--- src/rtl/rf_write_arbiter_pkg.sv ---
// Shared constants and FSM encoding for the register-file write arbiter.
package rf_write_arbiter_pkg;

    localparam int DEF_DATA_W   = 16;
    localparam int DEF_ADDR_W   = 3;
    localparam int DEF_NUM_REGS = 8;

    typedef enum logic [1:0] {
        IDLE = 2'd0,
        INIT = 2'd1,
        DONE = 2'd2
    } state_e;

endpackage

--- src/rtl/rf_write_arbiter_rr_arb2.sv ---
// Two-way round-robin grant: ptr=0 favours requester 0, ptr=1 favours requester 1.
module rr_arb2 (
    input  logic [1:0] valid,
    input  logic       ptr,
    output logic [1:0] grant
);

    assign grant[0] = valid[0] & (~valid[1] | ~ptr);
    assign grant[1] = valid[1] & (~valid[0] |  ptr);

endmodule

--- src/rtl/rf_write_arbiter.sv ---
// Arbitrates two write requesters onto one register-file write port and
// provides a clear-all sequence that zeroes every register.
module rf_write_arbiter
    import rf_write_arbiter_pkg::*;
#(
    parameter int DATA_W   = DEF_DATA_W,
    parameter int ADDR_W   = DEF_ADDR_W,
    parameter int NUM_REGS = DEF_NUM_REGS
) (
    input  logic              clk_n,
    input  logic              rst,
    input  logic              req0_valid,
    output logic              req0_ready,
    input  logic [ADDR_W-1:0] req0_addr,
    input  logic [DATA_W-1:0] req0_data,
    input  logic              req1_valid,
    output logic              req1_ready,
    input  logic [ADDR_W-1:0] req1_addr,
    input  logic [DATA_W-1:0] req1_data,
    input  logic              init_req,
    output logic              init_done,
    output logic              busy,
    output logic              WE,
    output logic [ADDR_W-1:0] Waddr,
    output logic [DATA_W-1:0] Wdata
);

    // One extra bit so NUM_REGS = 2**ADDR_W reaches its last value without wrapping.
    localparam int              CNT_W    = ADDR_W + 1;
    localparam logic [CNT_W-1:0] LAST_CNT = CNT_W'(NUM_REGS - 1);

    state_e            state_q, state_d;
    logic              ptr_q, ptr_d;
    logic [CNT_W-1:0]  cnt_q, cnt_d;
    logic              we_q, we_d;
    logic [ADDR_W-1:0] waddr_q, waddr_d;
    logic [DATA_W-1:0] wdata_q, wdata_d;
    logic              init_done_q, init_done_d;
    logic [1:0]        grant;
    logic              arb_en;

    rr_arb2 u_arb (
        .valid ({req1_valid, req0_valid}),
        .ptr   (ptr_q),
        .grant (grant)
    );

    always_comb begin
        state_d     = state_q;
        ptr_d       = ptr_q;
        cnt_d       = cnt_q;
        we_d        = 1'b0;
        waddr_d     = waddr_q;
        wdata_d     = wdata_q;
        init_done_d = 1'b0;
        arb_en      = 1'b0;
        case (state_q)
            IDLE: begin
                if (init_req) begin
                    state_d = INIT;
                    cnt_d   = '0;
                end else begin
                    arb_en = 1'b1;
                    if (grant[0]) begin
                        we_d    = 1'b1;
                        waddr_d = req0_addr;
                        wdata_d = req0_data;
                        ptr_d   = 1'b1;
                    end else if (grant[1]) begin
                        we_d    = 1'b1;
                        waddr_d = req1_addr;
                        wdata_d = req1_data;
                        ptr_d   = 1'b0;
                    end
                end
            end
            INIT: begin
                we_d    = 1'b1;
                waddr_d = cnt_q[ADDR_W-1:0];
                wdata_d = '0;
                cnt_d   = cnt_q + CNT_W'(1);
                if (cnt_q == LAST_CNT) begin
                    state_d = DONE;
                end
            end
            DONE: begin
                init_done_d = 1'b1;
                state_d     = IDLE;
            end
            default: begin
                state_d = IDLE;
            end
        endcase
    end

    always_ff @(posedge clk_n or posedge rst) begin
        if (rst) begin
            state_q     <= IDLE;
            ptr_q       <= 1'b0;
            cnt_q       <= '0;
            we_q        <= 1'b0;
            waddr_q     <= '0;
            wdata_q     <= '0;
            init_done_q <= 1'b0;
        end else begin
            state_q     <= state_d;
            ptr_q       <= ptr_d;
            cnt_q       <= cnt_d;
            we_q        <= we_d;
            waddr_q     <= waddr_d;
            wdata_q     <= wdata_d;
            init_done_q <= init_done_d;
        end
    end

    // Readies are masked by rst so nothing looks accepted while reset is held.
    assign req0_ready = arb_en & grant[0] & ~rst;
    assign req1_ready = arb_en & grant[1] & ~rst;
    assign busy       = (state_q != IDLE);
    assign init_done  = init_done_q;
    assign WE         = we_q;
    assign Waddr      = waddr_q;
    assign Wdata      = wdata_q;

endmodule

--- config.mk ---
export PLATFORM = sky130hd
export DESIGN_NAME = rf_write_arbiter
export DESIGN_NICKNAME = d
export VERILOG_FILES = /design/src/rtl/rf_write_arbiter_pkg.sv /design/src/rtl/rf_write_arbiter_rr_arb2.sv /design/src/rtl/rf_write_arbiter.sv
export SDC_FILE = /design/constraint.sdc
export NUM_CORES = 1
export LEC_CHECK = 0
export CORE_ASPECT_RATIO = 0.9
export CORE_MARGIN = 2
export CORE_UTILIZATION = 40
export CTS_BUF_LIST = sky130_fd_sc_hd__clkbuf_16
export DETAILED_ROUTE_END_ITERATION = 8
export PLACE_DENSITY = 0.8
export REMOVE_ABC_BUFFERS = 1
export SLEW_MARGIN = 30
export SYNTH_ARGS = -nofsm -noshare
export SYNTH_HDL_FRONTEND = slang
export SYNTH_SLANG_ARGS = --single-unit
--- constraint.sdc ---
create_clock -name clk_n -period 1.7 [get_ports clk_n]
set_clock_uncertainty 0.05 [all_clocks]
set_input_delay 0.255 -clock clk_n [delete_from_list [all_inputs] [get_ports clk_n]]
set_output_delay 0.255 -clock clk_n [all_outputs]
set_load 0.03 [all_outputs]
### Word-level counts from Yosys, hierarchy flattened

Index checks and enable logic that the tools add are counted.
W data, S select, Z words.

* register bits: 28
* latch bits: 0
* RAM bits: 0
* ROM bits: 0
* output and inout bits: 24
* word-level logic and storage cells: 58
* memories: 0

* $add $sub $neg: 1
* $mul: 0
* div/mod/pow operators: 0
* $lt $le $gt $ge: 0
* equal/unequal tests: 7
* shift operators: 0
* mux-type cells: 22
* bitwise gates (word level): 13
* reductions and logical operators: 8

Operators by type and width (number)
* $mux W16: 3
* $pmux W16 S2: 1
* $mux W3: 3
* $mux W1: 8
* $pmux W4 S2: 1
* $and A1 B1 Y1: 6
* $ne A2 B2 Y1 const B: 3
* $pmux W3 S2: 1
* $reduce_and A3 Y1: 2
* $reduce_bool A2 Y1: 3
* $not A1 Y1: 5
* $add A4 B1 Y4 const B: 1
* $eq A4 B3 Y1 const B: 1
* $mux W2: 2
* $mux W4: 1
* $pmux W2 S2: 1
* $reduce_and A2 Y1: 2
* $ne A3 B3 Y1 const B: 1
* $eq A2 B1 Y1 const B: 1
* $eq A2 B2 Y1 const B: 1
* $logic_not A2 Y1: 1
* $or A1 B1 Y1: 2
* $pmux W1 S2: 1

### Logic depth before layout (Yosys ltp)

* depth in word-level cells: 7
* mapped depth: 5
* mapped depth without buffers: 4

### Hierarchy

A second synthesis with hierarchy kept.

* cells, all modules: 128
* area total of the unflattened synthesis: 1496.4 um^2

By module, submodules not included
* rf_write_arbiter: instances 1, cells each 125, area an instance 1477.7 um^2
* rr_arb2: instances 1, cells each 3, area an instance 18.8 um^2

### Worst setup path after synthesis

Ideal clock, no wire load.

* path kind: input to output
* start point: input rst
* end point: output req1_ready
* arrival: 1350 ps
* setup slack: 45 ps
* stages: 2
* path buffers: 0
* cells stage by stage: inv_1 > o2111a_1

* cells in the longest elaborated chain, start to end: 2

RTL lines
* start, declared: line rf_write_arbiter.sv:11 `input logic rst,`
* $not A1 Y1: line rf_write_arbiter.sv:118 `assign req1_ready = arb_en & grant[1] & ~rst;`
* $and A1 B1 Y1: line rf_write_arbiter.sv:118
* end, declared: line rf_write_arbiter.sv:17 `output logic req1_ready,`

No other way between the ends.

### Worst setup path after layout

* start point: register state_q[1]
* end point: output req1_ready

* cells in the longest elaborated chain, start to end: 4

RTL lines
* start, declared: line rf_write_arbiter.sv:32 `state_e state_q, state_d;`
* start signal, assigned: line rf_write_arbiter.sv:106 `state_q <= state_d;`
* $logic_not A2 Y1: line rf_write_arbiter.sv:57 `case (state_q)`
* $mux W1: line rf_write_arbiter.sv:57
* $and A1 B1 Y1 (2 in a row): line rf_write_arbiter.sv:118

No other way between the ends.

==> impl_metrics.py <==
metrics = {
    "grt": {
        "antenna_found_initial": 0,
        "grt-ovfl-total": 0,
        "grt_max_degree": 27,
        "grt_use_total": 0.202,
        "grt_pass1_vias": 1247,
        "grt_pass1_wl_um": 6000,
    },
    "synth": {
        "yosys.area.top_type_share": 0.518,
        "synth_edf_count": 0,
        "ys_warn_count": 0,
        "synth_seq_cells": 28,
        "syn_area_um2": 1350,
        "synth_area_leader_cell": "dfrtp_1",
        "synthTopCellsByArea": "dfrtp_1 (52%), mux2i_1 (15%), o21ai_0 (7.4%), nand2_1 (6.1%), a21o_1 (2.2%)",
        "avgSynthCellArea_um2": 10.4,
        "synth_flop_cell": "dfrtp_1",
        "synthCells": 130,
        "synthArstFlopShare": 1.00,
        "yosysSeqAreaShare": 0.518,
        "yosysMostFrequentCell": "dfrtp_1",
        "yosysUniqueCellTypes": 26,
        "synth_commonest_cells": "dfrtp_1 (28), nand2_1 (22), mux2i_1 (20), o21ai_0 (20)",
    },
    "clock_network": {
        "clk_latency_ns": 0.26,
        "cts_root_buf": "clkbuf_16",
        "clock_path_buffers": 2,
        "numCtsBuffers": 3,
        "clk_pin_slew_ns": 0.06,
        "cts_tree": "built",
        "cts.sinks": 28,
        "ctsHoldBuffers": 0,
        "h-tree-depth": 1,
    },
    "floorplan": {
        "die_h_um": 59.2,
        "io_pins": 67,
        "initial_core_util": 0.410,
        "rows": 20,
        "die-area_um2": 3870,
        "core_um2": 3300,
        "fp.dieW_um": 65.3,
    },
    "routing": {
        "avgViaCountPerCell": 5.00,
        "antenna_left": 0,
        "post_drt_wl_per_cell_um": 14.7,
        "num_vias": 1251,
        "first_pass_iters": 4,
        "route.detailed.drc": 0,
        "postRouteWirelength_um": 3670,
        "drt_iter0_drc": 48,
    },
    "critical_path": {
        "critPathMaxFanout": 4,
        "endpoint_kind": "primary output",
        "worstPathArrival_ns": 1.34,
        "required_ns": 1.39,
        "critPathKind": "reg -> out",
        "cpMostUsedCell": "buf_6",
        "cp-start-kind": "register",
        "crit_family": "flip-flops",
        "max_stage_delay_ns": 0.39,
        "cpMaxStageDelayCell": "dfrtp_1",
        "worst-path-buf-inv": 2,
        "cp_cell_sequence": "buf_6, nor3_4, o2111a_1, buf_6",
    },
    "power_and_ir_drop": {
        "vdd_drop_max_uv": 655,
        "pwr_density_cell_nw_per_um2": 1230,
        "power.leakage_nw": 1.00,
    },
    "sta": {
        "timing.slew.headroom": 0.760,
        "fin_hold_ws_ns": 0.140,
        "setup_ws_ns": 0.0508,
        "fmaxAchievable_mhz": 606,
        "slew_viol_final": 0,
        "worst_slew_pin_slew_ns": 0.357,
        "period_needed_ns": 1.65,
        "hold_viol_final": 0,
        "rsz0062_at_grt": "false",
        "setup_violations": 0,
        "fin_crit_sh": 0.970,
        "final.setup.tns_ns": 0,
    },
    "worst_hold_path": {
        "hp-class": "in -> async",
    },
    "placement": {
        "gp_congestion": 0.821,
        "preCtsSetupSlack_ns": -0.117,
        "dp_hpwl_um": 2800,
        "port_buffers": 66,
    },
    "layout": {
        "n_antenna_cell": 0,
        "drive_gt1_frac": 0.112,
        "n_fill_cell": 275,
        "syn_to_final_growth_pct": 63.8,
        "fin_util": 0.671,
        "num-nets-final": 251,
    },
    "flow_run": {
        "cap_violations": 0,
    },
    "run_status": {
        "status": "finished clean",
    },
}
## cell usage in the layout, fill, tap and decap left out, types with 3 or more instances in the layout
cell / synthesis / layout
clkdlybuf4s50_1: 0 / 62
dfrtp_1: 28 / 28
nand2_1: 22 / 22
o21ai_0: 20 / 20
mux2i_1: 20 / 20
buf_4: 0 / 12
a21o_1: 4 / 4
inv_1: 4 / 4
a221oi_1: 3 / 3
clkbuf_16: 0 / 3
buf_6: 2 / 3
## what timing repair did
action / in CTS / in global routing
cloned: 0 / 0
setup endpoints to repair: 3 / 2
buffers inserted: 1 / 1
pin swaps: 2 / 2
gates resized for setup: 2 / 4
## area by class of cell
cell class	instances	area (µm²)	area share
flip-flops and latches	28	701	0.316
inverters	4	15.0	0.00677
well taps	44	55.1	0.0248
clock inverters	1	3.75	0.00169
multi-input cells	91	602	0.271
repair buffers	79	766	0.345
clock buffers	3	75.1	0.0339
## through the flow
stage	power, mW	area (µm²)	std cells
final	2.72	2220	250
after global routing	2.89	2220	250
after CTS	2.72	2200	249
after detailed placement	2.19	2100	244
after global placement	2.13	2100	244
after floorplan	1.65	1310	123
## report_power, final
group	internal, mW	total [mW]	switching (mW)
clock	0.315	0.522	0.208
sequential	0.839	0.974	0.135
combinational	0.580	1.22	0.641
total	1.73	2.72	0.984
## sequential cells by signal (all words and copies together) (netlist names)
| name | cells |
|---|---|
| state_q | 2 |
| init_done | 1 |
| ptr_q | 1 |
| Waddr | 3 |
| cnt_q | 4 |
| Wdata | 16 |
| WE | 1 |
## logic make-up after synthesis
kind of cell | share of synthesized area
DFF | 0.518
buffers and inverters | 0.0425
muxes | 0.148
and+or+nand+nor | 0.113
AOI/OAI and AO/OA | 0.170
adders and majority gates | 0.00924
## layer usage
layer	vias to the layer above	track usage	routed length, µm
li1	607	-	-
met3	0	0.0361	234
met1	595	0.259	1610
met4	0	0.0357	0
met5	-	0	0
met2	49	0.364	1830
## worst paths after layout
path                                 start    endpoint  slack [ns]  cells past startpoint
worst max-delay path            state_q[1]  req1_ready        0.05                      4
worst min-delay path                   rst   init_done        0.14                      2
worst max register to register  state_q[1]    Wdata[8]        0.25                      6
worst min register to register    Wdata[3]    Wdata[3]        0.43                      2
max in group asynchronous              rst  state_q[1]        0.90                      3
min in group clk_n                Wdata[3]    Wdata[3]        0.43                      2
## worst register-to-register path: stages, from the launching register on
cell	delay, ns
dfrtp_1	0.39
buf_6	0.13
nor3_4	0.19
buf_4	0.15
o21ai_0	0.07
buf_4	0.18
o21ai_0	0.20
(Power assumes the default switching activity.)
